--- src/rtl/vga_seq_pkg.sv ---
// Shared definitions for the VGA command sequencer: opcodes, FSM encoding
// and the packed command record stored in the command FIFO.
package vga_seq_pkg;

  localparam logic [1:0] OP_WRITE    = 2'b00;
  localparam logic [1:0] OP_FILL     = 2'b01;
  localparam logic [1:0] OP_CLEAR    = 2'b10;
  localparam logic [1:0] OP_FILL_ROW = 2'b11;

  localparam logic [0:0] ST_IDLE  = 1'b0;
  localparam logic [0:0] ST_ISSUE = 1'b1;

  localparam int CMD_W = 18;

  typedef struct packed {
    logic [1:0] op;
    logic [7:0] pos;
    logic [7:0] value;
  } cmd_t;

endpackage

--- src/rtl/vga_cmd_fifo.sv ---
// Synchronous command FIFO with full/empty flags; rst_n flushes it asynchronously.
module vga_cmd_fifo #(
  parameter int DEPTH = 4,
  parameter int WIDTH = 18
) (
  input  logic             clk,
  input  logic             rst_n,
  input  logic             push,
  input  logic [WIDTH-1:0] din,
  input  logic             pop,
  output logic [WIDTH-1:0] dout,
  output logic             full,
  output logic             empty
);

  localparam int AW = $clog2(DEPTH);

  // One extra pointer bit distinguishes full from empty when indices match.
  logic [AW:0]      wr_ptr_q, wr_ptr_d;
  logic [AW:0]      rd_ptr_q, rd_ptr_d;
  logic [WIDTH-1:0] mem_q [DEPTH];

  assign empty = (wr_ptr_q == rd_ptr_q);
  assign full  = (wr_ptr_q[AW] != rd_ptr_q[AW]) &&
                 (wr_ptr_q[AW-1:0] == rd_ptr_q[AW-1:0]);
  assign dout  = mem_q[rd_ptr_q[AW-1:0]];

  always_comb begin
    wr_ptr_d = wr_ptr_q;
    rd_ptr_d = rd_ptr_q;
    if (push && !full)  wr_ptr_d = wr_ptr_q + (AW+1)'(1);
    if (pop  && !empty) rd_ptr_d = rd_ptr_q + (AW+1)'(1);
  end

  always_ff @(posedge clk or negedge rst_n) begin
    if (!rst_n) begin
      wr_ptr_q <= '0;
      rd_ptr_q <= '0;
    end else begin
      wr_ptr_q <= wr_ptr_d;
      rd_ptr_q <= rd_ptr_d;
    end
  end

  always_ff @(posedge clk) begin
    if (push && !full) mem_q[wr_ptr_q[AW-1:0]] <= din;
  end

endmodule

--- src/rtl/vga_cmd_seq.sv ---
// Expands buffered display commands into single-cycle cell-write beats.
// Optional write_count output is enabled by defining VGA_SEQ_WRITE_COUNT_EN.
module vga_cmd_seq
  import vga_seq_pkg::*;
#(
  parameter int FIFO_DEPTH = 4,
  parameter int NUM_CELLS  = 16,
  parameter int ROW_CELLS  = 4
) (
  input  logic        clk,
  input  logic        rst_n,
  input  logic        cmd_valid,
  output logic        cmd_ready,
  input  logic [1:0]  cmd_op,
  input  logic [7:0]  cmd_pos,
  input  logic [7:0]  cmd_value,
  output logic        write_enable,
  output logic [7:0]  position,
  output logic [7:0]  value,
  output logic        busy,
  output logic        err_oor,
  output logic [0:0]  dbg_state
`ifdef VGA_SEQ_WRITE_COUNT_EN
  ,
  output logic [15:0] write_count
`endif
);

  // Handshake: a command is accepted on any edge with cmd_valid && cmd_ready;
  // cmd_ready is simply !full and never looks at cmd_valid.

  localparam logic [7:0] LAST_CELL = 8'(NUM_CELLS - 1);
  localparam logic [7:0] LAST_ROW  = 8'(ROW_CELLS - 1);

  logic             fifo_full, fifo_empty, fifo_push, fifo_pop;
  logic [CMD_W-1:0] fifo_dout;
  cmd_t             head;

  logic [0:0] state_q, state_d;
  logic       we_q, we_d;
  logic [7:0] pos_q, pos_d;
  logic [7:0] val_q, val_d;
  logic [7:0] cnt_q, cnt_d;
  logic [7:0] term_q, term_d;
  logic       err_q, err_d;
  logic       final_beat;

  assign fifo_push = cmd_valid && !fifo_full;
  assign head      = cmd_t'(fifo_dout);

  vga_cmd_fifo #(
    .DEPTH (FIFO_DEPTH),
    .WIDTH (CMD_W)
  ) u_fifo (
    .clk   (clk),
    .rst_n (rst_n),
    .push  (fifo_push),
    .din   ({cmd_op, cmd_pos, cmd_value}),
    .pop   (fifo_pop),
    .dout  (fifo_dout),
    .full  (fifo_full),
    .empty (fifo_empty)
  );

  assign final_beat = (state_q == ST_ISSUE) && (cnt_q == term_q);

  always_comb begin
    state_d  = state_q;
    we_d     = 1'b0;
    pos_d    = pos_q;
    val_d    = val_q;
    cnt_d    = cnt_q;
    term_d   = term_q;
    err_d    = err_q;
    fifo_pop = 1'b0;
    if (state_q == ST_ISSUE && !final_beat) begin
      we_d  = 1'b1;
      cnt_d = cnt_q + 8'd1;
      pos_d = pos_q + 8'd1;
    end else if (!fifo_empty) begin
      // Idle, or last beat of the previous command: start the head with no bubble.
      fifo_pop = 1'b1;
      we_d     = 1'b1;
      state_d  = ST_ISSUE;
      cnt_d    = 8'd0;
      val_d    = head.value;
      case (head.op)
        OP_WRITE: begin
          pos_d  = head.pos;
          term_d = 8'd0;
          if (head.pos > LAST_CELL) begin
            we_d    = 1'b0;
            state_d = ST_IDLE;
            err_d   = 1'b1;
            pos_d   = pos_q;
            val_d   = val_q;
          end
        end
        OP_FILL: begin
          pos_d  = 8'd0;
          term_d = LAST_CELL;
        end
        OP_CLEAR: begin
          pos_d  = 8'd0;
          val_d  = 8'h00;
          term_d = LAST_CELL;
        end
        default: begin
          pos_d  = {4'd0, head.pos[3:2], 2'b00};
          term_d = LAST_ROW;
        end
      endcase
    end else begin
      state_d = ST_IDLE;
    end
  end

  always_ff @(posedge clk or negedge rst_n) begin
    if (!rst_n) begin
      state_q <= ST_IDLE;
      we_q    <= 1'b0;
      pos_q   <= 8'd0;
      val_q   <= 8'd0;
      cnt_q   <= 8'd0;
      term_q  <= 8'd0;
      err_q   <= 1'b0;
    end else begin
      state_q <= state_d;
      we_q    <= we_d;
      pos_q   <= pos_d;
      val_q   <= val_d;
      cnt_q   <= cnt_d;
      term_q  <= term_d;
      err_q   <= err_d;
    end
  end

  assign cmd_ready    = !fifo_full;
  assign write_enable = we_q;
  assign position     = pos_q;
  assign value        = val_q;
  assign err_oor      = err_q;
  assign busy         = !fifo_empty || we_q || (state_q != ST_IDLE);
  assign dbg_state    = state_q;

`ifdef VGA_SEQ_WRITE_COUNT_EN
  logic [15:0] wcnt_q, wcnt_d;

  always_comb begin
    wcnt_d = wcnt_q;
    if (we_q && wcnt_q != 16'hFFFF) wcnt_d = wcnt_q + 16'd1;
  end

  always_ff @(posedge clk or negedge rst_n) begin
    if (!rst_n) wcnt_q <= 16'd0;
    else        wcnt_q <= wcnt_d;
  end

  assign write_count = wcnt_q;
`endif

endmodule

--- config.mk ---
export PLATFORM = sky130hd
export DESIGN_NAME = vga_cmd_seq
export DESIGN_NICKNAME = d
export VERILOG_FILES = /design/src/rtl/vga_seq_pkg.sv /design/src/rtl/vga_cmd_fifo.sv /design/src/rtl/vga_cmd_seq.sv
export SDC_FILE = /design/constraint.sdc
export NUM_CORES = 1
export LEC_CHECK = 0
export BUFFER_PORTS_ARGS = -buffer_cell sky130_fd_sc_hd__buf_2
export CORE_MARGIN = 2
export CORE_UTILIZATION = 45
export CTS_BUF_LIST = sky130_fd_sc_hd__clkbuf_2
export DETAILED_ROUTE_END_ITERATION = 8
export GPL_TIMING_DRIVEN = 1
export SYNTH_ARGS = -nofsm -noshare
export SYNTH_HDL_FRONTEND = slang
export SYNTH_SLANG_ARGS = --single-unit
--- constraint.sdc ---
create_clock -name clk -period 4.8 [get_ports clk]
set_clock_uncertainty 0.2 [all_clocks]
set_input_delay 0.72 -clock clk [delete_from_list [all_inputs] [get_ports clk]]
set_output_delay 0.72 -clock clk [all_outputs]
set_load 0.03 [all_outputs]
=== After elaboration in Yosys (flattened, before gate mapping) ===
Memories as Yosys holds them, arrays and structs flattened.
Index checks and enable logic that the tools add are counted.

* Register bits after elaboration: 41
* RAM bits: 72
* Output and inout bits: 21
* Memories: 1

{| class="wikitable"
|+ Memories
! name !! words !! width !! rd ports !! clocked after Yosys merged registers in !! wr ports !! line !! source
|-
| u_fifo.mem_q || 4 || 18 || 1 || 0 || 1 || vga_cmd_fifo.sv:21 || <nowiki>logic [WIDTH-1:0] mem_q [DEPTH];</nowiki>
|}

* Add/sub/neg operators: 4
* Order comparisons: 1
* Eq/ne operators: 9
* Multiplexer cells: 17
* Bitwise gates (word level): 2
* Reductions and logical operators: 17

{| class="wikitable"
|+ Operators with widths
! cell !! count
|-
| two-way mux 8 bit || 6
|-
| case mux 8 bit (2 select lines) || 2
|-
| adder 8 x 1 -> 8 bit, second input constant || 2
|-
| equality test 8 bit || 1
|-
| greater-than comparator 8 x 4 -> 1 bit, second input constant || 1
|-
| two-way mux 1 bit || 8
|-
| case mux 4 bit (2 select lines) || 1
|-
| adder 3 x 1 -> 3 bit, second input constant || 2
|-
| logical AND 1 bit || 6
|-
| AND reduction 2 bit || 2
|-
| AND reduction 4 bit || 1
|-
| equality test 3 bit || 1
|-
| zero test 1 bit || 3
|-
| != test 3 bit, second input constant || 1
|-
| AND reduction 3 bit || 1
|-
| equality test 2 x 1 -> 1 bit, second input constant || 1
|-
| equality test 2 bit || 1
|-
| equality test 2 bit, second input constant || 1
|-
| zero test 2 bit || 1
|-
| logical OR 1 bit || 2
|-
| != test 2 x 1 -> 1 bit, second input constant || 1
|-
| != test 2 bit, second input constant || 1
|-
| inverter 1 bit || 2
|-
| OR reduction 2 bit || 1
|-
| != test 1 bit || 1
|}

=== Longest topological paths before layout ===
Gate-level depths: netlist of run 1.

* Word-level depth: 7
* Depth in mapped cells: 9

=== Modules after synthesis ===
A second synthesis of run 1 with hierarchy kept.

* Cells, all modules: 307
* Area, all modules: 4640.7 µm²

{| class="wikitable"
|+ By module, submodules not included
! module !! times used !! cells each !! area each (µm²) !! seq. area each (µm²)
|-
| vga_cmd_fifo || 1 || 145 || 3086.7 || 2312.2
|-
| vga_cmd_seq || 1 || 162 || 1554.0 || 725.7
|}

=== Worst setup path after synthesis of run 1 ===
OpenSTA, ideal clock, no wires.

* Path kind: flip-flop to flip-flop
* Start point: reg u_fifo.rd_ptr_q[0]
* End point: reg val_q[0] (netlist: value[0])
* Library setup time: 0.125 ns
* Arrival time: 2.397 ns
* Required time: 4.475 ns
* Setup slack: 2.078 ns
* Stages on the path, launching flop included: 9
* Period minus slack after synthesis: 2.722 ns
* Cell sequence: dfrtp_1 > buf_2 > buf_2 > mux4_2 > inv_1 > ha_1 > a21boi_2 > nor3_4 > mux2_2

* Word-level cells in the longest chain between the ends: 4
* Elaborated cells between the ends (all ways): 10
* Those cells by class: 1 x order compare; 3 x eq/ne; 2 x mux; 1 x bitwise; 2 x reduce/logical; 1 x memory

{| class="wikitable"
|+ RTL lines
! item !! line !! source
|-
| start: declaration || vga_cmd_fifo.sv:20 || <nowiki>logic [AW:0] rd_ptr_q, rd_ptr_d;</nowiki>
|-
| start signal: assignment || vga_cmd_fifo.sv:41 || <nowiki>rd_ptr_q <= rd_ptr_d;</nowiki>
|-
| memory read (4 x 18 bit) || -- ||
|-
| greater-than comparator 8 x 4 -> 1 bit or zero test 2 bit (tied branches) || vga_cmd_seq.sv:91, vga_cmd_seq.sv:87 ||
|-
| != test 2 bit (no source line) || -- ||
|-
| AND reduction 3 bit (no source line) || -- ||
|-
| end signal: assignment || vga_cmd_seq.sv:131 || <nowiki>val_q <= val_d;</nowiki>
|-
| end: declaration || vga_cmd_seq.sv:42 || <nowiki>logic [7:0] val_q, val_d;</nowiki>
|}

Several ways; a longest one is shown, not always the timed one. The select of a mux whose other input is x is not followed.
A chain may end at the register's enable or synchronous reset.

=== Final worst setup path of run 1 ===
* Start point: reg u_fifo.rd_ptr_q[0]
* End point: out busy

* Word-level cells in the longest chain between the ends: 4

{| class="wikitable"
|+ RTL lines
! item !! line !! source
|-
| equality test 3 bit || vga_cmd_fifo.sv:23 || <nowiki>assign empty = (wr_ptr_q == rd_ptr_q);</nowiki>
|-
| zero test 1 bit || vga_cmd_seq.sv:143 || <nowiki>assign busy = !fifo_empty || we_q || (state_q != ST_IDLE);</nowiki>
|-
| logical OR 1 bit (2 in series) || vga_cmd_seq.sv:143 ||
|-
| end: declaration || vga_cmd_seq.sv:20 || <nowiki>output logic busy,</nowiki>
|}

Every way passes these cells.

==> tab_implementation.tex, run 1 <==
\begin{tabular}{lr}
\hline
Metric & Value \\
\hline
\multicolumn{2}{l}{\textbf{Placement}} \\
Gp weighted congestion & 0.750 \\
Post-detailed-placement half-perimeter wirelength & between 5000 and 6000 um \\
Instance area after placement & $\sim$4800 um\^{}2 \\
Number of I/O port buffers & between 40 and 50 \\
\multicolumn{2}{l}{\textbf{STA}} \\
Final Hold Slack & between 0.09 and 0.1 ns \\
Period utilization & 0.780 \\
Setup repair after global routing missed its margin & no \\
Transition time of the tightest slew-check pin & around 1 ns \\
Slew margin rel. & 0.333 \\
Total Negative Setup Slacks & 0 ns \\
Crit path time final & roughly 3.7 ns \\
Number of slew-limit violations in the final report & 0 \\
Final setup violation count & 0 \\
Highest achievable clock rate & approximately 270 MHz \\
Hold Violations, Final & 0 \\
\multicolumn{2}{l}{\textbf{Floorplan}} \\
Num ports & 42 \\
Core region area & just under 10000 um\^{}2 \\
Initial core utilization & 0.462 \\
Die width & a little over 100 um \\
Core Rows & 36 \\
Overall die height & about 100 um \\
Die Footprint & around 11000 um\^{}2 \\
\multicolumn{2}{l}{\textbf{Clock tree}} \\
Root buffer cell & sky130\_fd\_sc\_hd\_\_clkbuf\_2 \\
Clk slew on worst S/H paths & approximately 0.33 ns \\
PostCTS Resize Cnt & 0 \\
CTS HTree Levels & 3 \\
TritonCTS clock tree & done \\
Clk sinks & $\sim$110 \\
Hold buffer count at cts & 1 \\
Source-to-sink clock delay at the later pin of the worst-skew pair & $\sim$0.60 ns \\
Number of CTS-inserted buffers & 9 \\
Clock buffer depth & 2 \\
Post-CTS Setup Repair Bufs & 0 \\
\multicolumn{2}{l}{\textbf{Setup path}} \\
Setup crit end kind & output port \\
Critical Path Most Common Cell & sky130\_fd\_sc\_hd\_\_nand2\_1 \\
Worst path arrival time & 2.82 ns \\
Slack of the worst reg-to-reg path & about 1.6 ns \\
Largest stage delay on the critical path & $\sim$1.1 ns \\
WP data required & slightly below 4 ns \\
Largest fanout on the critical path & 18 \\
RR Endpoint & value[0]\$\_DFFE\_PN0P\_ \\
CP Class & flop to output port \\
Worst reg-to-reg path cell count & 6 \\
Startpoint of the most critical register-to-register path & u\_fifo.rd\_ptr\_q[0]\$\_DFFE\_PN0P\_ \\
CP Launch Type & flop \\
Highest-delay cell along the critical path & sky130\_fd\_sc\_hd\_\_dfrtp\_1 \\
Source of the critical timing path & u\_fifo.rd\_ptr\_q[0]\$\_DFFE\_PN0P\_ \\
Worst path cell trace & xnor2\_1 -> nand2\_1 -> nor2\_1 -> nand2\_1 -> buf\_2 \\
\multicolumn{2}{l}{\textbf{Pwr}} \\
Power density of the placed cells & approximately 640 nW/um\^{}2 \\
Total power & between 3 and 4 mW \\
Maximum ir drop on the vdd rail & 0.234 mV \\
Static Leak & about 1.9 nW \\
\multicolumn{2}{l}{\textbf{Logic synthesis}} \\
Post-synth ARST share & 0.327 \\
Synthesized-area fraction occupied by and/or/nand/nor cells & 0.0880 \\
Flip-flop and latch count after synthesis & 107 \\
Biggest area contributors in the synthesized netlist & sky130\_fd\_sc\_hd\_\_edfxtp\_1 (48\%), sky130\_fd\_sc\_hd\_\_dfrtp\_1 (20\%), sky130\_fd\_sc\_hd\_\_mux4\_2 (6.0\%) \\
Most used standard cell by instance count after synthesis & sky130\_fd\_sc\_hd\_\_edfxtp\_1 \\
Number of nets produced by synthesis & between 300 and 400 \\
Share of synthesized area spent on multiplexers & 0.115 \\
EDFF count, synth & 72 \\
Synthesized-area fraction occupied by ao, oa, aoi and oai cells & 0.0557 \\
Dominant combinational cell family by area after synthesis & multiplexers \\
XOR/XNOR share of the synthesized area & 0.0156 \\
Primary FF master, synth & sky130\_fd\_sc\_hd\_\_edfxtp\_1 \\
Post-synth design cell area & roughly 4500 um\^{}2 \\
Post-Synth Adder-Cell Area & 0.0306 \\
Post-synthesis cell type count & between 40 and 50 \\
Most frequent cells after synthesis & sky130\_fd\_sc\_hd\_\_edfxtp\_1 (72), sky130\_fd\_sc\_hd\_\_dfrtp\_1 (35), sky130\_fd\_sc\_hd\_\_nand2\_1 (15), sky130\_fd\_sc\_hd\_\_mux2\_2 (12), sky130\_fd\_sc\_hd\_\_mux4\_2 (12) \\
Mapped Cells & between 200 and 300 \\
Sequential fraction of the synthesis area & 0.677 \\
Yosys warns & 0 \\
Synthesized area per cell & $\sim$16 um\^{}2 \\
Fraction of synthesized cell area taken by the top area cell type & 0.481 \\
Cell type contributing the most total cell area after synthesis & sky130\_fd\_sc\_hd\_\_edfxtp\_1 \\
\multicolumn{2}{l}{\textbf{Drt}} \\
Post-detailed-routing wire length & between 7000 and 8000 um \\
Routed len/inst & about 16 um \\
DRC violations left & 0 \\
First-pass iteration count of the detailed router & 4 \\
Ratio of routed vias to standard cells & $\sim$5.2 \\
Antenna Violating Nets Remaining & 0 \\
First-iteration detailed-routing DRC count & 87 \\
Total number of vias & between 2000 and 2500 \\
\multicolumn{2}{l}{\textbf{Final layout}} \\
Post-route design area & $\sim$5000 um\^{}2 \\
Number of diodes added for antenna fixing & 0 \\
Share of cells above drive strength 1 & 0.275 \\
Final Net Count & $\sim$360 \\
Area added between synthesis and finish & 11.1\% \\
\multicolumn{2}{l}{\textbf{Outcome}} \\
Outcome & complete, no violations \\
\multicolumn{2}{l}{\textbf{Min path}} \\
Worst min-delay path category & input port to flop \\
Worst Min Path Start & cmd\_pos[2] \\
Hold Crit Endpoint & u\_fifo.mem\_q[0][10]\$\_DFFE\_PP\_ \\
Worst Hold Depth & 1 \\
\multicolumn{2}{l}{\textbf{GRT}} \\
Overflow after GRT & 0 \\
Global-route wire length before repair & between 10000 and 15000 um \\
Number of antenna violations at the first check in global routing & 0 \\
Total global routing track utilization & 0.152 \\
Maximum number of pins on one net before global-route repair & 36 \\
Number of global-route vias before repair & between 2000 and 2500 \\
\multicolumn{2}{l}{\textbf{Job}} \\
Number of max-cap violations & 0 \\
\hline
\end{tabular}
-- critical path, delay by kind of cell, from the launching register on --
family / cells / cell delay [ns]
xor+xnor: 1 / 0.22
buf+inv: 1 / 0.21
flops: 1 / 1.07
simple gates: 3 / 0.76
-- area by class of cell --
cell class                 count  area, um^2
clock inverter                 7         108
sequential                   107        3040
tap                          133         166
inverter                       8        30.0
fill                         859        4740
multi-input combinational    159        1370
clock buffer                   9        45.0
timing repair buffer          44         230
-- through the flow --
| stage | cells | setup WS (ns) | util |
|---|---|---|---|
| after floorplan | 284 | 2.08 | - |
| after global placement | 450 | 1.63 | 0.496 |
| after detailed placement | 450 | 1.59 | 0.496 |
| after CTS | 467 | 0.927 | 0.513 |
| after global routing | 467 | 0.694 | 0.513 |
| final | 467 | 1.06 | 0.513 |
-- power by group --
group          switching, mW  internal (mW)
sequential             0.225           1.27
combinational          0.678          0.513
clock                  0.333          0.146
total                   1.24           1.93
-- metal layers --
| layer | wire, um | global-route usage |
|---|---|---|
| met1 | 3580 | 0.198 |
| met2 | 3760 | 0.252 |
| met3 | 242 | 0.0432 |
| met4 | 68 | 0.0434 |
| met5 | 0 | 0 |
-- worst max-delay path by stage --
| stage | to | slack (ns) | depth (start not counted) |
|---|---|---|---|
| after CTS | busy | 0.93 | 5 |
| after floorplan | value[0]$_DFFE_PN0P_ | 2.08 | 8 |
| after global routing | busy | 0.69 | 5 |
| final | busy | 1.06 | 5 |
| after detailed placement | value[1]$_DFFE_PN0P_ | 1.59 | 6 |
| after global placement | value[5]$_DFFE_PN0P_ | 1.63 | 6 |
-- logic make-up after synthesis --
family / Yosys count
fa+ha+maj: 11
mux: 32
flops: 107
xor+xnor: 8
buf+inv: 18
simple gates: 71
compound gates: 37
-- layout by cell type (no fill, tap or decap), types with 3 or more instances in the layout --
cell type                   n
sky130_fd_sc_hd__inv_8      4
sky130_fd_sc_hd__xor2_1     3
sky130_fd_sc_hd__nand2_1   15
sky130_fd_sc_hd__mux4_2    12
sky130_fd_sc_hd__dfrtp_1   35
sky130_fd_sc_hd__nand3_1   10
sky130_fd_sc_hd__a21o_1     3
sky130_fd_sc_hd__ha_1      11
sky130_fd_sc_hd__mux2_2    12
sky130_fd_sc_hd__edfxtp_1  72
sky130_fd_sc_hd__nor3_1     4
sky130_fd_sc_hd__nor2_1     9
sky130_fd_sc_hd__and3_1     9
sky130_fd_sc_hd__clkbuf_2   9
sky130_fd_sc_hd__o21ai_0   11
sky130_fd_sc_hd__mux2i_1    6
sky130_fd_sc_hd__inv_1      8
sky130_fd_sc_hd__a31oi_1    3
sky130_fd_sc_hd__buf_2     41
sky130_fd_sc_hd__xnor2_1    5
sky130_fd_sc_hd__nor2b_1    9
sky130_fd_sc_hd__a21oi_1    6
-- state kept, by name, indices dropped and copies added (netlist names) --
register and cells:
cnt_q 8, u_fifo.rd_ptr_q 3, position 8, term_q 2, u_fifo.wr_ptr_q 3, value 8
u_fifo.mem_q 72, err_oor 1, write_enable 1, dbg_state 1
Note: power is estimated with default switching activity, not from simulation.
==> run 2, diff against run 1 <==
clock period = 3.7 ns   (was 4.8 ns; I/O delays follow)
==> tab_implementation.tex, run 2 (synthesis results as in run 1) <==
\begin{tabular}{lr}
\hline
Metric & Value \\
\hline
\multicolumn{2}{l}{\textbf{Clock tree}} \\
Number of CTS-inserted buffers & 9 (unchanged) \\
Source-to-sink clock delay at the later pin of the worst-skew pair & 0.57 ns (-0.03 ns) \\
Clk slew on worst S/H paths & 0.31 ns (-0.02 ns) \\
Clk sinks & 107 (unchanged) \\
Clock buffer depth & 2 (unchanged) \\
TritonCTS clock tree & done \\
Root buffer cell & sky130\_fd\_sc\_hd\_\_clkbuf\_2 \\
CTS HTree Levels & 3 (unchanged) \\
\multicolumn{2}{l}{\textbf{Drt}} \\
Routed len/inst & 15.8 um (-3.7\%) \\
Antenna Violating Nets Remaining & 0 (unchanged) \\
First-pass iteration count of the detailed router & 4 (unchanged) \\
Total number of vias & 2520 (+2.8\%) \\
DRC violations left & 0 (unchanged) \\
Ratio of routed vias to standard cells & 5.11 (-2.6\%) \\
Post-detailed-routing wire length & 7770 um (+1.7\%) \\
First-iteration detailed-routing DRC count & 127 (+46\%) \\
\multicolumn{2}{l}{\textbf{Pwr}} \\
Design internal power & 2.54 mW (+32\%) \\
Switching power total & 1.59 mW (+28\%) \\
Share of power burned in the clock network & 0.137 (-0.014) \\
Total power & 4.13 mW (+30\%) \\
Maximum ir drop on the vdd rail & 0.297 mV (+27\%) \\
Sequential power share & 0.457 (-0.016) \\
Power density of the placed cells & 793 nW/um\^{}2 (+25\%) \\
Switching Share & 0.384 (-0.00575) \\
Static Leak & 2.03 nW (+5.4\%) \\
Share of total power in combinational logic & 0.406 (+0.030) \\
\multicolumn{2}{l}{\textbf{Floorplan}} \\
Overall die height & 104 um (unchanged) \\
Num ports & 42 (unchanged) \\
Die Footprint & 10800 um\^{}2 (unchanged) \\
Core Rows & 36 (unchanged) \\
Die width & 104 um (unchanged) \\
Initial core utilization & 0.462 (unchanged) \\
Core region area & 9730 um\^{}2 (unchanged) \\
\multicolumn{2}{l}{\textbf{GRT}} \\
Overflow after GRT & 0 (unchanged) \\
Maximum number of pins on one net before global-route repair & 36 (unchanged) \\
Total global routing track utilization & 0.154 (+0.00197) \\
Number of global-route vias before repair & 2529 (+3.6\%) \\
Number of antenna violations at the first check in global routing & 0 (unchanged) \\
Global-route wire length before repair & 13000 um (+2.3\%) \\
\multicolumn{2}{l}{\textbf{Placement}} \\
Post-detailed-placement half-perimeter wirelength & 5220 um (+2.7\%) \\
Instance area after placement & 4890 um\^{}2 (+1.2\%) \\
Number of cells in the design after placement & 458 (+1.8\%) \\
Number of I/O port buffers & 41 (unchanged) \\
Gp weighted congestion & 0.777 (+3.6\%) \\
Post-placement worst setup slack & 0.839 ns (-0.748 ns) \\
\multicolumn{2}{l}{\textbf{Outcome}} \\
Outcome & complete, no violations \\
\multicolumn{2}{l}{\textbf{Final layout}} \\
Final Net Count & 387 (+7.2\%) \\
Footprint of the flip-flops and latches & 3040 um\^{}2 (unchanged) \\
Final instance count without filler cells & 493 (+5.6\%) \\
Share of cells above drive strength 1 & 0.275 (-0.000449) \\
Number of diodes added for antenna fixing & 0 (unchanged) \\
Number of filler cells placed in the layout & 817 (-4.9\%) \\
Area added between synthesis and finish & 15.9\% \\
Number of flip-flops in the largest register & 72 (unchanged) \\
Most common cell after layout, fill and taps aside & sky130\_fd\_sc\_hd\_\_edfxtp\_1 \\
Post-route design area & 5210 um\^{}2 (+4.4\%) \\
Commonest cells after routing, fill and taps aside & sky130\_fd\_sc\_hd\_\_edfxtp\_1 (72), sky130\_fd\_sc\_hd\_\_buf\_2 (41), sky130\_fd\_sc\_hd\_\_dfrtp\_1 (35), sky130\_fd\_sc\_hd\_\_dlygate4sd3\_1 (19), sky130\_fd\_sc\_hd\_\_nand2\_1 (15) \\
Area of combinational cells with multiple inputs & 1370 um\^{}2 (unchanged) \\
\multicolumn{2}{l}{\textbf{STA}} \\
Final setup violation count & 0 (unchanged) \\
Crit path time final & $\sim$3.1 ns \\
Number of slew-limit violations in the final report & 0 (unchanged) \\
Transition time of the tightest slew-check pin & 0.854 ns (-0.146 ns) \\
Period utilization & 0.851 \\
Highest achievable clock rate & between 300 and 400 MHz \\
Total Negative Setup Slacks & 0 ns (unchanged) \\
Hold Violations, Final & 0 (unchanged) \\
Setup repair after global routing missed its margin & no \\
Worst Slack Setup Final & 0.553 ns (-0.504 ns) \\
Slew margin rel. & 0.427 (+0.0932) \\
\multicolumn{2}{l}{\textbf{Setup path}} \\
WP data required & 2.94 ns (-0.94 ns) \\
Worst path arrival time & 2.39 ns (-0.43 ns) \\
Largest fanout on the critical path & 16 (-2) \\
Source of the critical timing path & u\_fifo.rd\_ptr\_q[1]\$\_DFFE\_PN0P\_ \\
Worst path cell trace & xnor2\_1 -> nand2\_1 -> nor2\_1 -> nand2\_1 -> buf\_2 \\
Setup crit end kind & output port \\
Number of buffers and inverters on the critical path & 1 (unchanged) \\
Critical Path Most Common Cell & sky130\_fd\_sc\_hd\_\_nand2\_1 \\
Startpoint of the most critical register-to-register path & u\_fifo.rd\_ptr\_q[1]\$\_DFFE\_PN0P\_ \\
Highest-delay cell along the critical path & sky130\_fd\_sc\_hd\_\_dfrtp\_1 \\
CP Class & flop to output port \\
Largest stage delay on the critical path & 0.81 ns (-0.26 ns) \\
Kind of cell adding the most delay to the critical path & flip-flops \\
CP Launch Type & flop \\
\multicolumn{2}{l}{\textbf{Min path}} \\
Worst Min Path Start & cmd\_valid \\
Worst min-delay path category & input port to flop \\
\multicolumn{2}{l}{\textbf{Job}} \\
Number of max-cap violations & 0 (unchanged) \\
\hline
\end{tabular}
run 2: cell types whose count changed in the layout (fill, tap and decap cells not counted):
| cell | previous run | this run |
|---|---|---|
| sky130_fd_sc_hd__clkinv_1 | 0 | 1 |
| sky130_fd_sc_hd__clkinv_8 | 2 | 1 |
| sky130_fd_sc_hd__buf_4 | 2 | 10 |
| sky130_fd_sc_hd__dlygate4sd3_1 | 1 | 19 |
| sky130_fd_sc_hd__clkinv_4 | 0 | 1 |
| sky130_fd_sc_hd__inv_6 | 0 | 3 |
| sky130_fd_sc_hd__inv_8 | 4 | 0 |
run 2: area by class of cell:
cell class,count,share of cell area
clock buffer,9,0.00865
clock inverter,7,0.0163
timing repair buffer,70,0.0904
tap,133,0.0320
sequential,107,0.584
multi-input combinational,159,0.263
inverter,8,0.00577
run 2: worst paths after layout:
check,slack (ns),depth (start not counted),to
worst max-delay path,0.55,5,busy
worst min-delay path,0.12,3,u_fifo.wr_ptr_q[0]$_DFFE_PN0P_
worst max register to register,0.85,5,value[4]$_DFFE_PN0P_
worst min register to register,0.29,1,position[7]$_DFFE_PN0P_
max in group asynchronous,2.43,2,write_enable$_DFF_PN0_
min in group asynchronous,0.33,2,position[5]$_DFFE_PN0P_
run 2: layer usage:
layer	vias up	track usage	share of wire
met5	-	0	0
met4	0	0.0492	0.010
met3	7	0.0313	0.035
met2	43	0.242	0.48
met1	1236	0.219	0.48
li1	1234	-	-
run 2: through the flow:
step                 util  hold slack, ns
floorplan               -          0.0594
finish              0.535           0.125
CTS                 0.535          0.0821
detailed placement  0.502           0.268
global placement    0.502           0.263
global route        0.535          0.0838
run 2: worst min-delay path, cell delays in order:
cell,delay [ns]
sky130_fd_sc_hd__buf_2,0.11
sky130_fd_sc_hd__and2_1,0.17
sky130_fd_sc_hd__xnor2_1,0.08
run 2: power by group through the flow:
stage | sequential (mW) | combinational, mW | clock, mW
6_report | 1.89 | 1.68 | 0.564
5_1_grt | 1.93 | 1.87 | 0.635
4_1_cts | 1.89 | 1.71 | 0.585
3_5_place_dp | 1.93 | 1.69 | 0
3_3_place_gp | 1.92 | 1.67 | 0
2_1_floorplan | 2.02 | 1.10 | 0
run 2: repair_timing:
action / in CTS / in global routing
resized for setup: 0 / 0
hold buffers: 19 / 0
setup buffers: 0 / 0
hold endpoints to repair: 107 / 0
==> run 3, diff against run 2 <==
RECOVER_POWER = 25   (was unset)
==> tab_implementation.tex, run 3 (synthesis results as in run 1) <==
\begin{tabular}{lr}
\hline
Metric & Value \\
\hline
\multicolumn{2}{l}{\textbf{Final layout}} \\
Number of diodes added for antenna fixing & 0 (unchanged) \\
Most common cell after layout, fill and taps aside & sky130\_fd\_sc\_hd\_\_edfxtp\_1 \\
Commonest cells after routing, fill and taps aside & sky130\_fd\_sc\_hd\_\_edfxtp\_1 (72), sky130\_fd\_sc\_hd\_\_dfrtp\_1 (35), sky130\_fd\_sc\_hd\_\_buf\_2 (25), sky130\_fd\_sc\_hd\_\_dlygate4sd3\_1 (19), sky130\_fd\_sc\_hd\_\_clkbuf\_1 (16) \\
Post-layout util & 0.533 (-0.00206) \\
Area of combinational cells with multiple inputs & 1370 um\^{}2 (unchanged) \\
Area added between synthesis and finish & 15.5\% \\
Final instance count without filler cells & 493 (unchanged) \\
Share of cells above drive strength 1 & 0.231 (-0.0444) \\
Footprint of the flip-flops and latches & 3040 um\^{}2 (unchanged) \\
Number of filler cells placed in the layout & 824 (+0.86\%) \\
Number of flip-flops in the largest register & 72 (unchanged) \\
Final Net Count & 387 (unchanged) \\
\multicolumn{2}{l}{\textbf{Floorplan}} \\
Die Footprint & 10800 um\^{}2 (unchanged) \\
Num ports & 42 (unchanged) \\
Core Rows & 36 (unchanged) \\
Die width & 104 um (unchanged) \\
Initial core utilization & 0.462 (unchanged) \\
Overall die height & 104 um (unchanged) \\
Core region area & 9730 um\^{}2 (unchanged) \\
\multicolumn{2}{l}{\textbf{Setup path}} \\
Setup crit end kind & output port \\
Critical Path Most Common Cell & sky130\_fd\_sc\_hd\_\_nand2\_1 \\
Source of the critical timing path & u\_fifo.rd\_ptr\_q[1]\$\_DFFE\_PN0P\_ \\
Largest fanout on the critical path & 16 (unchanged) \\
WP data required & 2.94 ns (about the same) \\
Worst path cell trace & xnor2\_1 -> nand2\_1 -> nor2\_1 -> nand2\_1 -> buf\_2 \\
Largest stage delay on the critical path & 0.81 ns (about the same) \\
Worst reg-to-reg path cell count & 5 (unchanged) \\
Highest-delay cell along the critical path & sky130\_fd\_sc\_hd\_\_dfrtp\_1 \\
CP Class & flop to output port \\
Startpoint of the most critical register-to-register path & u\_fifo.rd\_ptr\_q[1]\$\_DFFE\_PN0P\_ \\
Worst path arrival time & 2.39 ns (about the same) \\
CP Launch Type & flop \\
\multicolumn{2}{l}{\textbf{STA}} \\
Highest achievable clock rate & 318 MHz (about the same) \\
Final setup violation count & 0 (unchanged) \\
Period utilization & 0.851 (about the same) \\
Crit path time final & 3.15 ns (+0.00195 ns) \\
Hold Violations, Final & 0 (unchanged) \\
Setup repair after global routing missed its margin & no \\
Slew margin rel. & 0.429 (+0.00226) \\
Final Hold Slack & 0.132 ns (+0.00731 ns) \\
Transition time of the tightest slew-check pin & 0.851 ns (-0.00337 ns) \\
Total Negative Setup Slacks & 0 ns (unchanged) \\
Number of slew-limit violations in the final report & 0 (unchanged) \\
\multicolumn{2}{l}{\textbf{Pwr}} \\
Static Leak & 1.98 nW (-2.2\%) \\
Maximum ir drop on the vdd rail & 0.297 mV (about the same) \\
Power density of the placed cells & 796 nW/um\^{}2 (+0.38\%) \\
Total power & 4.13 mW (about the same) \\
\multicolumn{2}{l}{\textbf{Clock tree}} \\
Root buffer cell & sky130\_fd\_sc\_hd\_\_clkbuf\_2 \\
Source-to-sink clock delay at the later pin of the worst-skew pair & 0.57 ns (about the same) \\
Clock buffer depth & 2 (unchanged) \\
CTS HTree Levels & 3 (unchanged) \\
Number of CTS-inserted buffers & 9 (unchanged) \\
PostCTS Resize Cnt & 0 (unchanged) \\
TritonCTS clock tree & done \\
Clk sinks & 107 (unchanged) \\
Post-CTS Setup Repair Bufs & 0 (unchanged) \\
Clk slew on worst S/H paths & 0.30 ns (about the same) \\
\multicolumn{2}{l}{\textbf{Drt}} \\
First-iteration detailed-routing DRC count & 127 (unchanged) \\
Ratio of routed vias to standard cells & 5.14 (+0.52\%) \\
Total number of vias & 2533 (+0.52\%) \\
DRC violations left & 0 (unchanged) \\
Routed len/inst & 15.9 um (+0.58\%) \\
Antenna Violating Nets Remaining & 0 (unchanged) \\
Post-detailed-routing wire length & 7820 um (+0.58\%) \\
First-pass iteration count of the detailed router & 4 (unchanged) \\
\multicolumn{2}{l}{\textbf{GRT}} \\
Number of global-route vias before repair & 2529 (unchanged) \\
Total global routing track utilization & 0.154 (unchanged) \\
Global-route wire length before repair & 13000 um (unchanged) \\
Number of antenna violations at the first check in global routing & 0 (unchanged) \\
Maximum number of pins on one net before global-route repair & 36 (unchanged) \\
Overflow after GRT & 0 (unchanged) \\
\multicolumn{2}{l}{\textbf{Job}} \\
Number of max-cap violations & 0 (unchanged) \\
\multicolumn{2}{l}{\textbf{Placement}} \\
Post-detailed-placement half-perimeter wirelength & 5220 um (unchanged) \\
Number of I/O port buffers & 41 (unchanged) \\
Number of cells in the design after placement & 458 (unchanged) \\
Gp weighted congestion & 0.777 (unchanged) \\
\multicolumn{2}{l}{\textbf{Min path}} \\
Worst Min Path Start & cmd\_valid \\
Worst Hold Depth & 3 (unchanged) \\
Worst min-delay path category & input port to flop \\
\multicolumn{2}{l}{\textbf{Outcome}} \\
Outcome & complete, no violations \\
\hline
\end{tabular}
-- run 3: final cells by class --
| class | count | share of cell area |
|---|---|---|
| Multi-Input combinational cell | 159 | 0.264 |
| Clock inverter | 7 | 0.0164 |
| Timing Repair Buffer | 70 | 0.0869 |
| Sequential cell | 107 | 0.586 |
| Tap cell | 133 | 0.0321 |
| Clock buffer | 9 | 0.00869 |
| Inverter | 8 | 0.00579 |
-- run 3: routing by layer --
layer  global-route usage  up-vias  share of wire
li1                     -     1234              -
met1                0.219     1250           0.48
met2                0.242       41           0.47
met3               0.0313        8          0.032
met4               0.0492        0          0.011
met5                    0        -              0
-- run 3: metrics by stage --
step | area [um^2] | setup slack (ns)
final | 5190 | 0.551
after global routing | 5190 | 0.183
after CTS | 5210 | 0.437
after detailed placement | 4890 | 0.839
after global placement | 4890 | 0.887
after floorplan | 4490 | 0.978
-- run 3: worst max-delay path, delay by kind of cell, from the launching register on --
family | cells | cell delay [ns]
XOR/XNOR | 1 | 0.21
buffers and inverters | 1 | 0.20
flip-flops | 1 | 0.81
AND/OR/NAND/NOR | 3 | 0.60
-- run 3: final timing paths --
| check | end | slack (ns) |
|---|---|---|
| min | u_fifo.wr_ptr_q[0]$_DFFE_PN0P_ | 0.13 |
| max in group asynchronous | write_enable$_DFF_PN0_ | 2.43 |
| min in group asynchronous | position[5]$_DFFE_PN0P_ | 0.34 |
| max reg2reg | value[4]$_DFFE_PN0P_ | 0.86 |
| max | busy | 0.55 |
| min reg2reg | position[7]$_DFFE_PN0P_ | 0.29 |
-- run 3: repair_timing --
item,CTS,global route
hold buffers,19,0
hold endpoints to repair,107,0
endpoints found under the setup margin,0,0
-- run 3: report_power, final --
part | switching, mW | internal [mW] | leakage (nW)
sequential | 0.240 | 1.65 | 1.08
combinational | 0.955 | 0.720 | 0.821
clock | 0.394 | 0.170 | 0.0777
total | 1.59 | 2.54 | 1.98
